--- src/rtl/matrix_result_serializer.sv ---
// Serializes a captured matrix of results into bytes over a valid/ready stream, element 0 first, LSB first.
// Optional trailing XOR checksum byte when MATRIX_SER_CKSUM_EN is defined.
module matrix_result_serializer #(
  parameter int NUM_ELEM = 9,
  parameter int ELEM_W   = 18
) (
  input  logic                         clk,
  input  logic                         rst_n,
  input  logic                         load,
  input  logic [NUM_ELEM*ELEM_W-1:0]   c_flat,
  output logic [7:0]                   out_data,
  output logic                         out_valid,
  input  logic                         out_ready,
  output logic                         busy,
  output logic                         overflow_err,
  output logic [1:0]                   dbg_state_o
);

  localparam int BPE = (ELEM_W + 7) / 8;
  localparam int EW  = (NUM_ELEM > 1) ? $clog2(NUM_ELEM) : 1;
  localparam int BW  = (BPE > 1) ? $clog2(BPE) : 1;

  // Stream handshake: a byte moves on each rising edge where out_valid and
  // out_ready are both 1; out_valid never depends on out_ready.
`ifdef MATRIX_SER_CKSUM_EN
  typedef enum logic [1:0] {IDLE = 2'd0, SEND = 2'd1, CKSUM = 2'd2} state_t;
`else
  typedef enum logic [1:0] {IDLE = 2'd0, SEND = 2'd1} state_t;
`endif

  state_t                       state_q, state_d;
  logic [NUM_ELEM*ELEM_W-1:0]   shadow_q, shadow_d;
  logic [EW-1:0]                elem_q, elem_d;
  logic [BW-1:0]                byte_q, byte_d;
  logic                         ovf_q, ovf_d;
`ifdef MATRIX_SER_CKSUM_EN
  logic [7:0]                   cksum_q, cksum_d;
`endif

  logic [ELEM_W-1:0]            elem_sel;
  logic [BPE*8-1:0]             elem_pad;
  logic [7:0]                   byte_sel;
  logic                         fire;
  logic                         last_send;
  logic                         final_xfer;
  logic                         accept;

  always_comb begin
    elem_sel = '0;
    for (int i = 0; i < NUM_ELEM; i++) begin
      if (elem_q == EW'(i)) elem_sel = shadow_q[i*ELEM_W +: ELEM_W];
    end
    elem_pad = '0;
    elem_pad[ELEM_W-1:0] = elem_sel;
    byte_sel = '0;
    for (int j = 0; j < BPE; j++) begin
      if (byte_q == BW'(j)) byte_sel = elem_pad[j*8 +: 8];
    end
  end

  assign out_valid   = (state_q != IDLE);
  assign busy        = (state_q != IDLE);
  assign overflow_err = ovf_q;
  assign dbg_state_o = state_q;
  assign fire        = out_valid & out_ready;
  assign last_send   = (state_q == SEND) && (elem_q == EW'(NUM_ELEM-1)) && (byte_q == BW'(BPE-1));

`ifdef MATRIX_SER_CKSUM_EN
  assign final_xfer = fire && (state_q == CKSUM);
  assign out_data   = (state_q == CKSUM) ? cksum_q : ((state_q == SEND) ? byte_sel : 8'h00);
`else
  assign final_xfer = fire && last_send;
  assign out_data   = (state_q == SEND) ? byte_sel : 8'h00;
`endif

  // A load is taken when idle or on the edge that completes the frame.
  assign accept = load && ((state_q == IDLE) || final_xfer);

  always_comb begin
    state_d  = state_q;
    shadow_d = shadow_q;
    elem_d   = elem_q;
    byte_d   = byte_q;
    ovf_d    = ovf_q | (load & busy & ~final_xfer);
`ifdef MATRIX_SER_CKSUM_EN
    cksum_d  = cksum_q;
`endif
    if (accept) begin
      state_d  = SEND;
      shadow_d = c_flat;
      elem_d   = '0;
      byte_d   = '0;
`ifdef MATRIX_SER_CKSUM_EN
      cksum_d  = 8'h00;
`endif
    end else begin
      case (state_q)
        SEND: begin
          if (fire) begin
`ifdef MATRIX_SER_CKSUM_EN
            cksum_d = cksum_q ^ byte_sel;
`endif
            if (last_send) begin
`ifdef MATRIX_SER_CKSUM_EN
              state_d = CKSUM;
`else
              state_d = IDLE;
`endif
              elem_d = '0;
              byte_d = '0;
            end else if (byte_q == BW'(BPE-1)) begin
              byte_d = '0;
              elem_d = elem_q + EW'(1);
            end else begin
              byte_d = byte_q + BW'(1);
            end
          end
        end
`ifdef MATRIX_SER_CKSUM_EN
        CKSUM: begin
          if (fire) state_d = IDLE;
        end
`endif
        default: ;
      endcase
    end
  end

  always_ff @(posedge clk or negedge rst_n) begin
    if (!rst_n) begin
      state_q  <= IDLE;
      shadow_q <= '0;
      elem_q   <= '0;
      byte_q   <= '0;
      ovf_q    <= 1'b0;
`ifdef MATRIX_SER_CKSUM_EN
      cksum_q  <= 8'h00;
`endif
    end else begin
      state_q  <= state_d;
      shadow_q <= shadow_d;
      elem_q   <= elem_d;
      byte_q   <= byte_d;
      ovf_q    <= ovf_d;
`ifdef MATRIX_SER_CKSUM_EN
      cksum_q  <= cksum_d;
`endif
    end
  end

endmodule

--- config.mk ---
export PLATFORM = sky130hd
export DESIGN_NAME = matrix_result_serializer
export DESIGN_NICKNAME = d
export VERILOG_FILES = /design/src/rtl/matrix_result_serializer.sv
export SDC_FILE = /design/constraint.sdc
export NUM_CORES = 1
export LEC_CHECK = 0
export BUFFER_PORTS_ARGS = -buffer_cell sky130_fd_sc_hd__clkbuf_2
export CAP_MARGIN = 20
export CORE_MARGIN = 2
export CORE_UTILIZATION = 35
export CTS_CLUSTER_DIAMETER = 60
export CTS_CLUSTER_SIZE = 10
export DETAILED_ROUTE_END_ITERATION = 7
export SLEW_MARGIN = 20
export SYNTH_ARGS = -nofsm -noshare
export SYNTH_HDL_FRONTEND = slang
export SYNTH_SLANG_ARGS = --single-unit
--- constraint.sdc ---
create_clock -name clk -period 2.2 [get_ports clk]
set_input_delay 0.44 -clock clk [delete_from_list [all_inputs] [get_ports clk]]
set_output_delay 0.44 -clock clk [all_outputs]
set_load 0.01 [all_outputs]
==> metrics.cfg <==
[yosys]
synth_top_area_cell=dfrtp_1
yosysSeqAreaShare_pct=50.5
synth_compound_area_share_pct=15.2
synthSimpleGateAreaFrac_pct=4.06
synth.top_cells.by_area=dfrtp_1 (51%), mux2_4 (14%), mux2_2 (11%)
muxShareOfSynthArea_pct=25.6
yosysWarnings=0
syn_area_sq_mm=0.00842
ys_ff_latch=170
ys_types=41
synth_top_family_by_area=multiplexers
synth_xor_area_share_pct=0
synth_top_area_share_pct=50.5
synth_adder_area_share_pct=0.594
synth_nets=842
syn_avg_cell_area_sq_um=12.5
synthCells=672

[timing]
finalCriticalPeriod_ns=2.95
min_period_over_period_pct=134
skew_ns=0.0136
hold_violations=0
grt_setup_unrepaired=true
final_max_slew_viol_count=0
tightest_slew_ns=0.680
setup_ws_ns=-0.753
setup_viol=172
holdWs_ns=0.224
slew_headroom_pct=54.6
clock.fmax_mhz=339

[critical_path]
rrSetupSlack_ns=-0.74
critPathLaunchType=flip-flop
crit_path_max_fanout=14
crit_chain=buf_4 > ha_4 > buf_6 > buf_8 > a221oi_4 > o22a_1 > o22ai_2 > a221oi_2 > nor3_2 > buf_2
worst_path_largest_cell_delay_ns=0.45
end_kind=output pin
crit_buf_inv=4
crit_family=compound AO/OA/AOI/OAI gates
critPathRequiredTime_ns=1.76
cp.arrival_ns=2.51
path_class=reg2out
critPathSlowestCell=dfrtp_2

[global_routing]
overflow=0
grt_pass1_vias=6938
grt_pass1_wl_mm=41.3
globalRouteTotalUtil_pct=21.6
grt_max_degree=66
grt_antenna_before_repair=0

[placement]
gp_congestion=0.862
dp_slack_ns=-0.477
dp_hpwl_mm=18.5
io_buffer_count=177

[clock_network]
root_buffer=clkbuf_16
numCtsBuffers=17
cts_tree=built
cts_sinks=170
clk_latency_ns=0.44
clk_pin_slew_ns=0.07
htreeDepth=4
clockBufferDepth=2

[routing]
vias=6621
drtIter0Drc=556
drc=0
routedWlPerCell_um=21.0
ant_nets=0
viasPerCell=5.16
dr.pass1.iters=5
wl_mm=27.0

[flow_run]
drv_cap=0

[layout]
fillers=2002
diodes=0
area_growth_syn_to_layout_pct=47.2
layout.nets=1120
drive_gt1_share_pct=61.4

[die]
ioPinCount=179
die_h_um=159
dieArea_sq_mm=0.0253
num_rows=56
dieWidth_um=159
core_sq_mm=0.0235
initial_utilization_pct=35.8

[power_and_ir_drop]
powerDensity_mw_per_mm2=1100
vdd_drop_max_mv=0.620
power.leakage_nw=5.92

[outcome]
outcome=complete, but fails checks
violations=negative setup slack

[worst_hold_path]
hold_class=in2reg

cells by family after synthesis:
logic type / Yosys count
AO/OA/AOI/OAI: 200
buffers and inverters: 62
AND/OR/NAND/NOR: 70
adder cells (fa/ha/maj): 4
other: 1
flip-flops: 170
multiplexers: 165
per-layer routing:
layer	wire, um	global-route usage [%]	up-vias
met2	12700	34.8	225
met5	0	0	-
met3	1370	4.64	36
met4	700	7.98	0
li1	-	-	3061
met1	12100	28.6	3299
layout make-up:
type	instances	area [sq um]	share of cell area, %
Multi-Input combinational cell	445	4410	35.5
Sequential cell	170	4260	34.3
Timing Repair Buffer	308	2700	21.8
Clock buffer	18	439	3.54
Tap cell	319	399	3.22
Clock inverter	14	161	1.30
Inverter	8	35.0	0.283
worst reg2reg max path, stage by stage (launching register included):
cell and delay [ns]:
dfrtp_2 0.47, inv_4 0.11, ha_4 0.16, buf_4 0.11
buf_6 0.10, nand2_2 0.05, or2_4 0.28, buf_6 0.12
buf_6 0.10, buf_6 0.10, buf_6 0.11, o21ai_4 0.18
buf_12 0.17, nand2_8 0.12, buf_12 0.21, buf_16 0.14
mux2_4 0.30
final timing paths:
kind                              start  depth (start not counted)             to
max                           elem_q[1]                         10    out_data[0]
min                         c_flat[144]                          2  shadow_q[144]
max reg2reg                   elem_q[0]                         16   shadow_q[76]
min reg2reg                overflow_err                          1   overflow_err
max in group asynchronous         rst_n                          3      elem_q[2]
min in group asynchronous         rst_n                          2   shadow_q[23]
per-stage QoR:
| stage | TNS [ns] | cell area, sq um | std cells | total power, mW | util, % |
|---|---|---|---|---|---|
| 6_report | -111.35 | 12400 | 1282 | 13.6 | 52.7 |
| 4_1_cts | -101.97 | 12200 | 1272 | 13.1 | 51.6 |
| 5_1_grt | -124.27 | 12400 | 1282 | 14.2 | 52.7 |
| 2_1_floorplan | -0.254 | 8560 | 672 | 6.87 | - |
| 3_5_place_dp | -21.05 | 10200 | 1189 | 8.97 | 43.3 |
| 3_3_place_gp | -15.17 | 10200 | 1189 | 8.93 | 43.3 |
state kept, by name, indices dropped and copies added, names as in the netlist:
signal	flops
elem_q	4
byte_q	2
dbg_state_o	1
shadow_q	162
overflow_err	1
placed cells by master (no fill, tap or decap), types with 7 or more instances in the layout:
| cell type | instances |
|---|---|
| clkbuf_2 | 170 |
| dfrtp_1 | 167 |
| mux2_2 | 82 |
| mux2_4 | 81 |
| buf_4 | 61 |
| o21ai_0 | 33 |
| a21oi_1 | 27 |
| buf_6 | 26 |
| nand2_1 | 25 |
| a22oi_1 | 25 |
| buf_16 | 22 |
| o21ai_1 | 20 |
| buf_12 | 20 |
| clkbuf_16 | 17 |
| a221oi_2 | 13 |
| nor2_1 | 13 |
| a21oi_2 | 13 |
| o22ai_1 | 11 |
| o22a_1 | 8 |
| o22ai_2 | 7 |
power breakdown:
group / switching (mW) / internal, mW / total, mW
registers: 0.401 / 3.53 / 3.93
logic: 3.30 / 3.26 / 6.56
clock network: 1.37 / 1.73 / 3.10
total: 5.07 / 8.52 / 13.6
cell usage after synthesis (all sizes together):
library cell	count
a21oi	40
a22o	1
a21o	1
or3	1
o22a	8
clkbuf	23
buf	31
a211o	2
o2111ai	2
dfrtp	170
nand2	27
or2	2
a22oi	30
inv	8
conb	1
ha	4
nand3	1
and2	1
mux2	163
o21ai	59
nor2	17
a221oi	16
o31ai	2
a211oi	8
mux2i	2
nand2b	6
o21bai	3
o21a	4
nor2b	9
nor3	6
o22ai	22
a311o	2
repair_timing:
action                     CTS  global route
setup endpoints to repair  170           173
pin swaps                   35            35
hold endpoints to repair    19             0
gates cloned                28             0
resized for setup          132            51
buffers inserted            24            10
hold buffers                 1             0
Note: power is estimated with default switching activity, not from simulation.
